<file path="config.mk">
export PLATFORM = sky130hd
export DESIGN_NAME = fpga_serial_prog_master
export DESIGN_NICKNAME = d
export VERILOG_FILES = /design/src/rtl/fpga_serial_prog_master.sv
export SDC_FILE = /design/constraint.sdc
export NUM_CORES = 1
export LEC_CHECK = 0
export ABC_AREA = 0
export CELL_PAD_IN_SITES_DETAIL_PLACEMENT = 1
export CELL_PAD_IN_SITES_GLOBAL_PLACEMENT = 1
export CORE_UTILIZATION = 30
export CTS_CLUSTER_DIAMETER = 120
export DETAILED_ROUTE_END_ITERATION = 6
export PLACE_DENSITY = 0.67
export REMOVE_ABC_BUFFERS = 1
export SLEW_MARGIN = 20
export SYNTH_ARGS = -nofsm -noshare
export SYNTH_HDL_FRONTEND = slang
export SYNTH_SLANG_ARGS = --single-unit
</file>
<file path="constraint.sdc">
create_clock -name i_mainclk -period 2.29 [get_ports i_mainclk]
set_input_delay 0.3435 -clock i_mainclk [delete_from_list [all_inputs] [get_ports i_mainclk]]
set_output_delay 0.3435 -clock i_mainclk [all_outputs]
set_load 0.1 [all_outputs]
</file>
<file path="src/rtl/fpga_serial_prog_master.sv">
// Chip programmer: pulses chip reset, shifts one config frame over sclk/sdout,
// then waits for the chip's ready flag with a timeout. Single clock domain.
module fpga_serial_prog_master #(
    parameter int unsigned       DATA_W        = 5,
    parameter int unsigned       HALF_DIV      = 16,
    parameter int unsigned       RST_CYCLES    = 2,
    parameter bit                LSB_FIRST     = 1'b1,
    parameter bit                WAIT_READY    = 1'b1,
    parameter int unsigned       READY_TIMEOUT = 1024,
    parameter bit                AUTO_START    = 1'b1,
    parameter logic [DATA_W-1:0] INIT_DATA     = '1
) (
    input  logic              i_mainclk,
    input  logic              i_resetbFPGA,
    input  logic              i_start,
    input  logic [DATA_W-1:0] i_data,
    input  logic              i_ready,
    output logic              o_resetbAll,
    output logic              o_sclk,
    output logic              o_sdout,
    output logic              o_busy,
    output logic              o_done,
    output logic              o_timeout
);

    localparam int RCW = $clog2(RST_CYCLES) + 1;
    localparam int DVW = $clog2(2 * HALF_DIV) + 1;
    localparam int BCW = $clog2(DATA_W) + 1;
    localparam int TCW = $clog2(READY_TIMEOUT) + 1;

    localparam logic [RCW-1:0] RC_LAST = RCW'(RST_CYCLES - 1);
    localparam logic [DVW-1:0] DV_HALF = DVW'(HALF_DIV - 1);
    localparam logic [DVW-1:0] DV_LAST = DVW'(2 * HALF_DIV - 1);
    localparam logic [BCW-1:0] BC_LAST = BCW'(DATA_W - 1);
    localparam logic [TCW-1:0] TC_LIM  = TCW'(READY_TIMEOUT);

    typedef enum logic [2:0] {
        S_IDLE,
        S_CRST,
        S_SHIFT,
        S_WAIT,
        S_DONE,
        S_ERR
    } state_t;

    state_t            state_q, state_d;
    logic [DATA_W-1:0] shift_q, shift_d;
    logic [RCW-1:0]    rcnt_q, rcnt_d;
    logic [DVW-1:0]    div_q, div_d;
    logic [BCW-1:0]    bcnt_q, bcnt_d;
    logic [TCW-1:0]    tcnt_q, tcnt_d;
    logic              rdy_s1_q, rdy_s2_q;
    logic              auto_q, auto_d;
    logic              resetb_q, resetb_d;
    logic              sclk_q, sclk_d;
    logic              sdout_q, sdout_d;
    logic              busy_q, busy_d;
    logic              done_q, done_d;
    logic              tmo_q, tmo_d;
    logic              accept;
    logic [DATA_W-1:0] shift_nxt;

    function automatic logic head(input logic [DATA_W-1:0] v);
        return LSB_FIRST ? v[0] : v[DATA_W-1];
    endfunction

    always_comb begin
        state_d   = state_q;
        shift_d   = shift_q;
        rcnt_d    = rcnt_q;
        div_d     = div_q;
        bcnt_d    = bcnt_q;
        tcnt_d    = tcnt_q;
        auto_d    = 1'b0;
        resetb_d  = 1'b1;
        sclk_d    = 1'b1;
        sdout_d   = 1'b0;
        busy_d    = busy_q;
        done_d    = done_q;
        tmo_d     = tmo_q;
        accept    = 1'b0;
        shift_nxt = LSB_FIRST ? (shift_q >> 1) : (shift_q << 1);

        unique case (state_q)
            S_IDLE, S_DONE, S_ERR: begin
                accept = i_start || auto_q;
            end
            S_CRST: begin
                if (rcnt_q == RC_LAST) begin
                    state_d = S_SHIFT;
                    div_d   = '0;
                    bcnt_d  = '0;
                    sclk_d  = 1'b0;
                    sdout_d = head(shift_q);
                end else begin
                    rcnt_d   = rcnt_q + 1'b1;
                    resetb_d = 1'b0;
                end
            end
            S_SHIFT: begin
                sclk_d  = sclk_q;
                sdout_d = sdout_q;
                if (div_q == DV_LAST) begin
                    if (bcnt_q == BC_LAST) begin
                        sclk_d  = 1'b1;
                        sdout_d = 1'b0;
                        tcnt_d  = '0;
                        if (WAIT_READY) begin
                            state_d = S_WAIT;
                        end else begin
                            state_d = S_DONE;
                            done_d  = 1'b1;
                            busy_d  = 1'b0;
                        end
                    end else begin
                        shift_d = shift_nxt;
                        bcnt_d  = bcnt_q + 1'b1;
                        div_d   = '0;
                        sclk_d  = 1'b0;
                        sdout_d = head(shift_nxt);
                    end
                end else begin
                    div_d = div_q + 1'b1;
                    if (div_q == DV_HALF) begin
                        sclk_d = 1'b1;
                    end
                end
            end
            S_WAIT: begin
                tcnt_d = tcnt_q + 1'b1;
                // ready beats the limit when both land in the same cycle
                if (rdy_s2_q) begin
                    state_d = S_DONE;
                    done_d  = 1'b1;
                    busy_d  = 1'b0;
                end else if (tcnt_d == TC_LIM) begin
                    state_d = S_ERR;
                    tmo_d   = 1'b1;
                    busy_d  = 1'b0;
                end
            end
            default: begin
                state_d = S_IDLE;
            end
        endcase

        if (accept) begin
            state_d  = S_CRST;
            shift_d  = auto_q ? INIT_DATA : i_data;
            rcnt_d   = '0;
            resetb_d = 1'b0;
            busy_d   = 1'b1;
            done_d   = 1'b0;
            tmo_d    = 1'b0;
        end
    end

    always_ff @(posedge i_mainclk or negedge i_resetbFPGA) begin
        if (!i_resetbFPGA) begin
            state_q  <= S_IDLE;
            shift_q  <= '0;
            rcnt_q   <= '0;
            div_q    <= '0;
            bcnt_q   <= '0;
            tcnt_q   <= '0;
            rdy_s1_q <= 1'b0;
            rdy_s2_q <= 1'b0;
            auto_q   <= AUTO_START;
            resetb_q <= 1'b0;
            sclk_q   <= 1'b1;
            sdout_q  <= 1'b0;
            busy_q   <= 1'b0;
            done_q   <= 1'b0;
            tmo_q    <= 1'b0;
        end else begin
            state_q  <= state_d;
            shift_q  <= shift_d;
            rcnt_q   <= rcnt_d;
            div_q    <= div_d;
            bcnt_q   <= bcnt_d;
            tcnt_q   <= tcnt_d;
            rdy_s1_q <= i_ready;
            rdy_s2_q <= rdy_s1_q;
            auto_q   <= auto_d;
            resetb_q <= resetb_d;
            sclk_q   <= sclk_d;
            sdout_q  <= sdout_d;
            busy_q   <= busy_d;
            done_q   <= done_d;
            tmo_q    <= tmo_d;
        end
    end

    assign o_resetbAll = resetb_q;
    assign o_sclk      = sclk_q;
    assign o_sdout     = sdout_q;
    assign o_busy      = busy_q;
    assign o_done      = done_q;
    assign o_timeout   = tmo_q;

endmodule
</file>
After elaboration in Yosys (flattened, before gate mapping)
Cells that the tools add are included.
- input port bits: 9
- logic and storage cells: 114
- register bits after elaboration: 40
- output and inout bits: 6
- add/sub/neg operators: 4
- reductions and logical operators: 21
- equal/unequal tests: 24
- multiplexer cells: 50
- operators with widths (kind ; count):
    $mux W5 ; 5
    $mux W1 ; 22
    $mux W11 ; 2
    $pmux W11 S2 ; 1
    $mux W3 ; 6
    $mux W6 ; 3
    $reduce_bool A2 Y1 ; 8
    $ne A3 B3 Y1 const B ; 5
    $ne A2 B2 Y1 const B ; 7
    $mux W4 ; 3
    $pmux W3 S4 ; 1
    $pmux W6 S2 ; 1
    $reduce_and A3 Y1 ; 4
    $add A11 B1 Y11 const B ; 1
    $eq A11 B11 Y1 const B ; 1
    $pmux W4 S2 ; 1
    $add A6 B1 Y6 const B ; 1
    $eq A3 B2 Y1 const B ; 2
    $eq A3 B3 Y1 const B ; 2
    $eq A6 B4 Y1 const B ; 1
    $eq A6 B5 Y1 const B ; 1
    $mux W2 ; 3
    $reduce_and A2 Y1 ; 3
    $reduce_and A5 Y1 ; 1
    13 further kinds ; 14

Depth between registers and ports, before layout
Gate-level depths: netlist (run 1).
- word-level depth: 6
- gate-level depth with buffers: 8
- depth with buffers taken out: 7

Least setup slack after synthesis (run 1)
OpenSTA, ideal clock, no wires.
- path kind: register to register
- start: reg bcnt_q[0]
- end: reg bcnt_q[3]
- cell stages (with the launch flop): 8
- arrival time: 1635 ps
- path slack: 586 ps
- setup time: 69 ps
- period minus slack after synthesis: 1704 ps
- required time: 2221 ps
- path buffers: 0
- cells stage by stage: dfrtp_1 -> inv_1 -> ha_1 -> nand3b_1 -> nand4_1 -> a21o_1 -> or4_1 -> nand3_1
- word-level cells in the longest chain between the ends: 4
- elaborated cells on any way between the ends: 7
- classes of those cells: 1 x add/sub; 2 x eq/ne; 3 x mux; 1 x reduce/logical
- RTL lines (what ; line ; source):
    start: declaration ; 50 ; logic [BCW-1:0] bcnt_q, bcnt_d;
    start signal: assignment ; 180 ; bcnt_q <= bcnt_d;
    $add A4 B1 Y4 ; 117 ; bcnt_d = bcnt_q + 1'b1;
    $mux W4 ; 104 ; if (bcnt_q == BC_LAST) begin
    $mux W4 ; 103 ; if (div_q == DV_LAST) begin
    $pmux W4 S2 ; 84 ; unique case (state_q)
Several ways; a longest one is shown, not always the timed one. The select of a mux whose other input is x is not followed.
A chain may end at the register's enable or synchronous reset.

Worst setup path after layout (run 1)
Same ends and word-level chain as after synthesis.

==> metrics.md, run 1 <==
| Metric | Value |
|---|---|
| Status | `completed` |
| Mux share of post-synthesis cell area | `0%` |
| Post-synthesis sequential area ratio | `46.5%` |
| Synth Area in Simple Gates | `between 20% and 30%` |
| Core ar. | `0.00687 sq mm` |
| Largest net degree at the start of global routing | `28` |
| Layout Nets | `279` |
| LEAKAGE | `1.03 nW` |
| CTS tree | `done` |
| Synthesized area per cell | `8.71 sq um` |
| # H-tree levels | `2` |
| Clock slew at reported path FFs | `0.09 ns` |
| Total wire length | `around 5.0 mm` |
| Dpl cells | `~350` |
| Global-route wire length before repair | `8.83 mm` |
| Gr ovfl total | `0` |
| Worst EP required | `around 2.5 ns` |
| Drt wl/cell | `13.8 um` |
| Vias/cell | `between 4 and 5` |
| RD Place Congestion | `roughly 0.71` |
| Deepest clock path buffer count | `2` |
| PortBufs | `14` |
| Yosys warns | `0` |
| Worst min-delay path startpoint | `rdy_s1_q` |
| Share of post-route cells with drive strength above 1 | `11.7%` |
| Post-route ant nets | `0` |
| Clk_skew | `around 0.012 ns` |
| Vias post-DR | `1804` |
| CP max FO | `7` |
| Worst Tran Pin Value | `between 0.5 and 0.6 ns` |
| Critical path launch point | `bcnt_q[0]` |
| Half-perimeter wire length after placement | `3.64 mm` |
| Post-CTS setup buffers | `0` |
| Largest family of logic cells by synthesized area | `simple AND/OR/NAND/NOR gates` |
| Synth Register Bits | `40` |
| Final Hold Viols | `0` |
| Antenna violations before repair | `0` |
| Synth Area in XOR/XNOR | `0.406%` |
| Netlist Area Pre-Place | `~0.0022 sq mm` |
| Crit path kind | `reg -> reg` |
| Worst Path Arrival | `~2.1 ns` |
| Die area | `roughly 0.0075 sq mm` |
| WHS Path Cells | `0` |
| Setup TNS | `0 ns` |
| Ports | `15` |
| Worst VDD drop | `0.435 mV` |
| Slew HR | `64.5%` |
| DRC viols | `0` |
| Min Hold Slack | `0.354 ns` |
| Max Clk Rate | `0.531 GHz` |
| # setup viols final | `0` |
| Cts bufs inserted | `5` |
| Reg2reg path depth | `7` |
| Final Cycle Share | `82.2%` |
| Root buf cell | `clkbuf_8` |
| Skew-Pair Late Insertion Delay | `about 0.30 ns` |
| Post-synth cell types | `46` |
| Initial DRT Pass Iterations | `4` |
| Initial Util | `31.4%` |
| Reg2reg start | `bcnt_q[0]` |
| Adder-cell share of the synthesized area | `2.90%` |
| Clock tree sinks | `40` |
| Die Wd | `86.8 um` |
| FILL cells | `842` |
| Crit-path slowest cell | `or4_1` |
| Critical path, cell by cell | `inv_1 > ha_1 > nand3b_1 > nand4_1 > a21o_1 > or4_1 > nand3_1` |
| RSZ-0062 raised after global routing | `false` |
| Syn Inst Count | `248` |
| Synth Area in Compound Gates | `21.4%` |
| Top FF cell, synth | `dfrtp_1` |
| Share of synthesized registers carrying an async set or reset | `100%` |
| GRT Util Overall | `between 10% and 20%` |
| Post-synth EDFFs | `0` |
| Core Rows | `30` |
| Max-cap violation count | `0` |
| Vias in the first global route | `1781` |
| Die Y | `86.8 um` |
| Max-slew violation count | `0` |
| Nature of the critical path endpoint | `flip-flop` |
| ANT cells | `0` |
| P&R area growth vs syn | `15.9%` |
| Worst Hold Class | `reg -> reg` |
| Final min period | `~1.9 ns` |
| Power Density | `1090 mW/mm^2` |
| Largest stage delay on the critical path | `0.47 ns` |
| Startpoint Class | `flip-flop` |
| Iteration-0 DRC Markers | `40` |
| Final std cells w/o fill | `362` |
## registers in the layout, indices dropped and copies added (netlist names)
name	flops
o_done	1
o_sclk	1
auto_q	1
shift_q	5
o_resetbAll	1
state_q	3
tcnt_q	11
rdy_s1_q	1
o_timeout	1
o_busy	1
rdy_s2_q	1
div_q	6
o_sdout	1
bcnt_q	4
rcnt_q	2
## kinds of logic (layout without fill, tap and decap cells)
kind of cell,Yosys count,count (layout)
simple gates,106,106
fa+ha+maj,5,5
compound gates,76,76
flops,40,40
xor+xnor,1,1
other cells,1,1
buf+inv,19,37
## placed cells by master (no fill, tap or decap), types with 7 or more instances in the layout
cell,instances
nand3_1,13
o31ai_1,8
o21ai_0,31
nand2_1,32
o21ai_1,9
clkdlybuf4s50_1,7
buf_4,14
nor2_1,29
dfrtp_1,38
a21oi_1,9
## worst paths after layout
kind / to / slack [ns]
max: bcnt_q[3] / 0.41
min: rdy_s2_q / 0.35
max reg2reg: bcnt_q[3] / 0.41
min reg2reg: rdy_s2_q / 0.35
max in group asynchronous: auto_q / 1.10
min in group asynchronous: o_sdout / 0.48
## power by group
part	internal, mW	switching, mW	total [mW]	leakage, nW
registers	0.881	0.178	1.06	0.518
clock network	0.323	0.270	0.592	0.0541
logic	0.371	0.697	1.07	0.457
total	1.57	1.14	2.72	1.03
## per-stage QoR
stage / util [%] / worst slack (ns) / total power, mW / cell area, sq um
after floorplan: - / 0.586 / 1.81 / 2080
after global placement: 34.7 / 0.462 / 2.13 / 2380
after detailed placement: 34.7 / 0.437 / 2.15 / 2380
after CTS: 36.4 / 0.408 / 2.76 / 2500
after global routing: 36.4 / 0.237 / 2.92 / 2500
final: 36.4 / 0.408 / 2.72 / 2500
## cell type report
type	instances	area, sq um	share of cell area [%]
clock buffer	5	68.8	2.75
clock inverter	3	42.5	1.70
inverter	6	22.5	0.900
multi-input combinational	189	1060	42.2
sequential	40	1000	40.1
tap	96	120	4.80
timing repair buffer	23	190	7.60
## cell usage after synthesis, drive strengths merged, types with 3 or more instances
cell type  number  share of area [%]
a21oi           9                2.1
nand2b          4                1.2
nand4           5                1.4
a31oi           4                1.2
dfrtp          38                 44
buf             7                2.5
nor2           30                5.3
nand3          14                3.5
nor3            3               0.70
o21ai          40                9.3
ha              5                2.9
o31ai           8                2.8
clkbuf          6                1.1
inv             6                1.0
nand2          33                5.9
nor2b           4                1.2
## routing by layer
layer / track usage, % / share of wire (%) / up-vias
met5: 0 / 0 / -
met4: 5.45 / 1.2 / 0
met3: 2.95 / 3.1 / 5
met2: 23.6 / 44 / 19
met1: 20.9 / 52 / 869
li1: - / - / 911
## critical path, delay by kind of cell (launching register included)
kind	cells	cell delay (ns)
compound gates	1	0.26
buf+inv	1	0.06
simple gates	4	0.90
flops	1	0.41
fa+ha+maj	1	0.19
## timing repair
action | CTS | global route
resized for setup | 0 | 0
hold buffers | 1 | 0
hold endpoints to repair | 12 | 0
(Power assumes the default switching activity.)
==> run 2, diff against run 1 <==
Clock period 2.29 ns to 1.9 ns, I/O delays scaled along.
==> run 2 against run 1 <==
  * Combinational power grew 31%
  * Hold slack worse by 0.30 ns
  * Register-to-register slack got worse by 0.35 ns
  * Flip-flop and latch count stayed put
  * Global-route usage decreased by 0.092 points
  * Clock power increased by 3%
  * Cell area increased by 3.8%
  * Via count grew 3.5%
  * Critical path type unchanged
  * Largest cell class unchanged
  * Highest routed layer unchanged
==> metrics.md, run 2 (synthesis results as in run 1) <==
| Metric | Value |
|---|---|
| Slew HR | `between 60% and 70%` |
| Max Clk Rate | `0.542 GHz` |
| Core ar. | `0.00687 sq mm` |
| Sw Ratio | `roughly two fifths` |
| Multi-input gate area | `0.00106 sq mm` |
| Iteration-0 DRC Markers | `26` |
| Total wire length | `5.10 mm` |
| Final min period | `1.84 ns` |
| Clock tree sinks | `40` |
| PortBufs | `14` |
| Global-route wire length before repair | `8.90 mm` |
| Vias/cell | `roughly 5` |
| Worst EP required | `roughly 2.1 ns` |
| Worst Tran Pin Value | `0.530 ns` |
| Most flops, register | `tcnt_q` |
| Util after Layout | `37.8%` |
| CTS tree | `done` |
| Power Density | `approximately 1300 mW/mm^2` |
| Initial Util | `31.4%` |
| Initial DRT Pass Iterations | `4` |
| Die Wd | `86.8 um` |
| RD Place Congestion | `0.798` |
| Largest stage delay on the critical path | `0.47 ns` |
| Crit path kind | `reg -> reg` |
| Place WS | `a little under 0.07 ns` |
| Ports | `15` |
| Area occupied by registers | `0.00101 sq mm` |
| Half-perimeter wire length after placement | `approximately 3.6 mm` |
| Max-cap violation count | `0` |
| Skew-Pair Late Insertion Delay | `0.29 ns` |
| Nature of the critical path endpoint | `flip-flop` |
| LEAKAGE | `1.09 nW` |
| Clock power share | `18.6%` |
| Vias post-DR | `approximately 1900` |
| Root buf cell | `clkbuf_8` |
| Max-slew violation count | `0` |
| CP max FO | `6` |
| Dpl cells | `362` |
| Final Hold Viols | `0` |
| Setup TNS | `0 ns` |
| Clock slew at reported path FFs | `~0.070 ns` |
| Die area | `0.00754 sq mm` |
| GRT Util Overall | `15.1%` |
| FILL cells | `822` |
| Largest net degree at the start of global routing | `41` |
| Net switching power figure | `approximately 1.4 mW` |
| Deepest clock path buffer count | `2` |
| Crit-path slowest cell | `or4b_1` |
| Status | `completed` |
| Final std cells w/o fill | `between 300 and 400` |
| Gr ovfl total | `0` |
| Worst Hold Class | `in -> async` |
| DRC viols | `0` |
| Cts bufs inserted | `5` |
| Drt wl/cell | `approximately 14 um` |
| Post-route ant nets | `0` |
| Core Rows | `30` |
| Vias in the first global route | `1819` |
| Reg power frac | `38.3%` |
| P&R area growth vs syn | `20.3%` |
| ANT cells | `0` |
| Layout Nets | `291` |
| Worst Path Arrival | `between 2 and 2.5 ns` |
| Buf+Inv Stages, Crit Path | `0` |
| Internal | `1.90 mW` |
| Most common cell after layout, fill and taps aside | `dfrtp_1` |
| Biggest registers after layout | `tcnt_q (11), div_q (6), shift_q (5)` |
| Die Y | `86.8 um` |
| Power share of the combinational group | `approximately 43%` |
| Most frequent cells in the layout | `35 x dfrtp_1, 31 x nand2_1, 31 x o21ai_0` |
| Worst VDD drop | `0.632 mV` |
| Startpoint Class | `flip-flop` |
| Share of post-route cells with drive strength above 1 | `17.7%` |
| # H-tree levels | `2` |
| Hold buffers post-CTS | `0` |
| Critical path, cell by cell | `nand3_2 > nor2_2 > or4b_1 > a22o_1 > o31a_1` |
| # setup viols final | `0` |
| Clk_skew | `between 0.005 and 0.006 ns` |
| CP delay by family, top | `simple AND/OR/NAND/NOR gates` |
| Final worst slack | `0.0556 ns` |
| Max reg flops | `11` |
| Antenna violations before repair | `0` |
| Final Cycle Share | `97.1%` |
-- run 2: changes by cell type in the layout (fill, tap and decap cells not counted), moves of 2 or more --
cell	previous run	this run
buf_4	14	26
dfrtp_1	38	35
dfrtp_2	0	3
clkbuf_8	5	7
-- run 2: metrics by stage --
step / hold WS (ns) / instance area [sq um] / total power [mW]
after global placement: 0.334 / 2460 / 2.64
final: 0.0496 / 2600 / 3.26
after floorplan: -0.0106 / 2080 / 2.18
after global routing: 0.112 / 2600 / 3.48
after CTS: 0.0848 / 2560 / 3.29
after detailed placement: 0.366 / 2460 / 2.67
-- run 2: final cells by class --
| cell class | instances | share of cell area (%) |
|---|---|---|
| Inverter | 6 | 0.867 |
| Timing Repair Buffer | 35 | 11.2 |
| Tap cell | 96 | 4.62 |
| Multi-Input combinational cell | 189 | 40.9 |
| Clock buffer | 7 | 3.71 |
| Sequential cell | 40 | 38.8 |
-- run 2: worst paths after layout --
path                               from         end  slack [ns]  cells after the start
max in group asynchronous  i_resetbFPGA   tcnt_q[5]        1.45                      2
max reg2reg                   tcnt_q[0]  state_q[1]        0.06                      5
min reg2reg                    rdy_s1_q    rdy_s2_q        0.38                      0
min in group i_mainclk         rdy_s1_q    rdy_s2_q        0.38                      0
min                        i_resetbFPGA    div_q[3]        0.05                      2
max                           tcnt_q[0]  state_q[1]        0.06                      5
-- run 2: timing repair --
action | 4_1_cts | 5_1_grt
endpoints found under the setup margin | 0 | 18
gates resized for setup | 0 | 6
setup buffers | 0 | 4
-- run 2: per-layer routing --
metal  up-vias  share of wire (%)  track usage, %
li1        938                  -               -
met1       899                 50            21.3
met3         7                2.8            2.86
met2        24                 46            23.2
met5         -                  0               0
met4         0                1.2            4.55
-- run 2: power groups by stage --
stage / logic (mW) / clock network [mW] / registers [mW]
6_report: 1.40 / 0.607 / 1.25
5_1_grt: 1.55 / 0.654 / 1.28
4_1_cts: 1.41 / 0.630 / 1.25
3_5_place_dp: 1.41 / 0 / 1.26
3_3_place_gp: 1.38 / 0 / 1.25
2_1_floorplan: 0.659 / 0 / 1.52
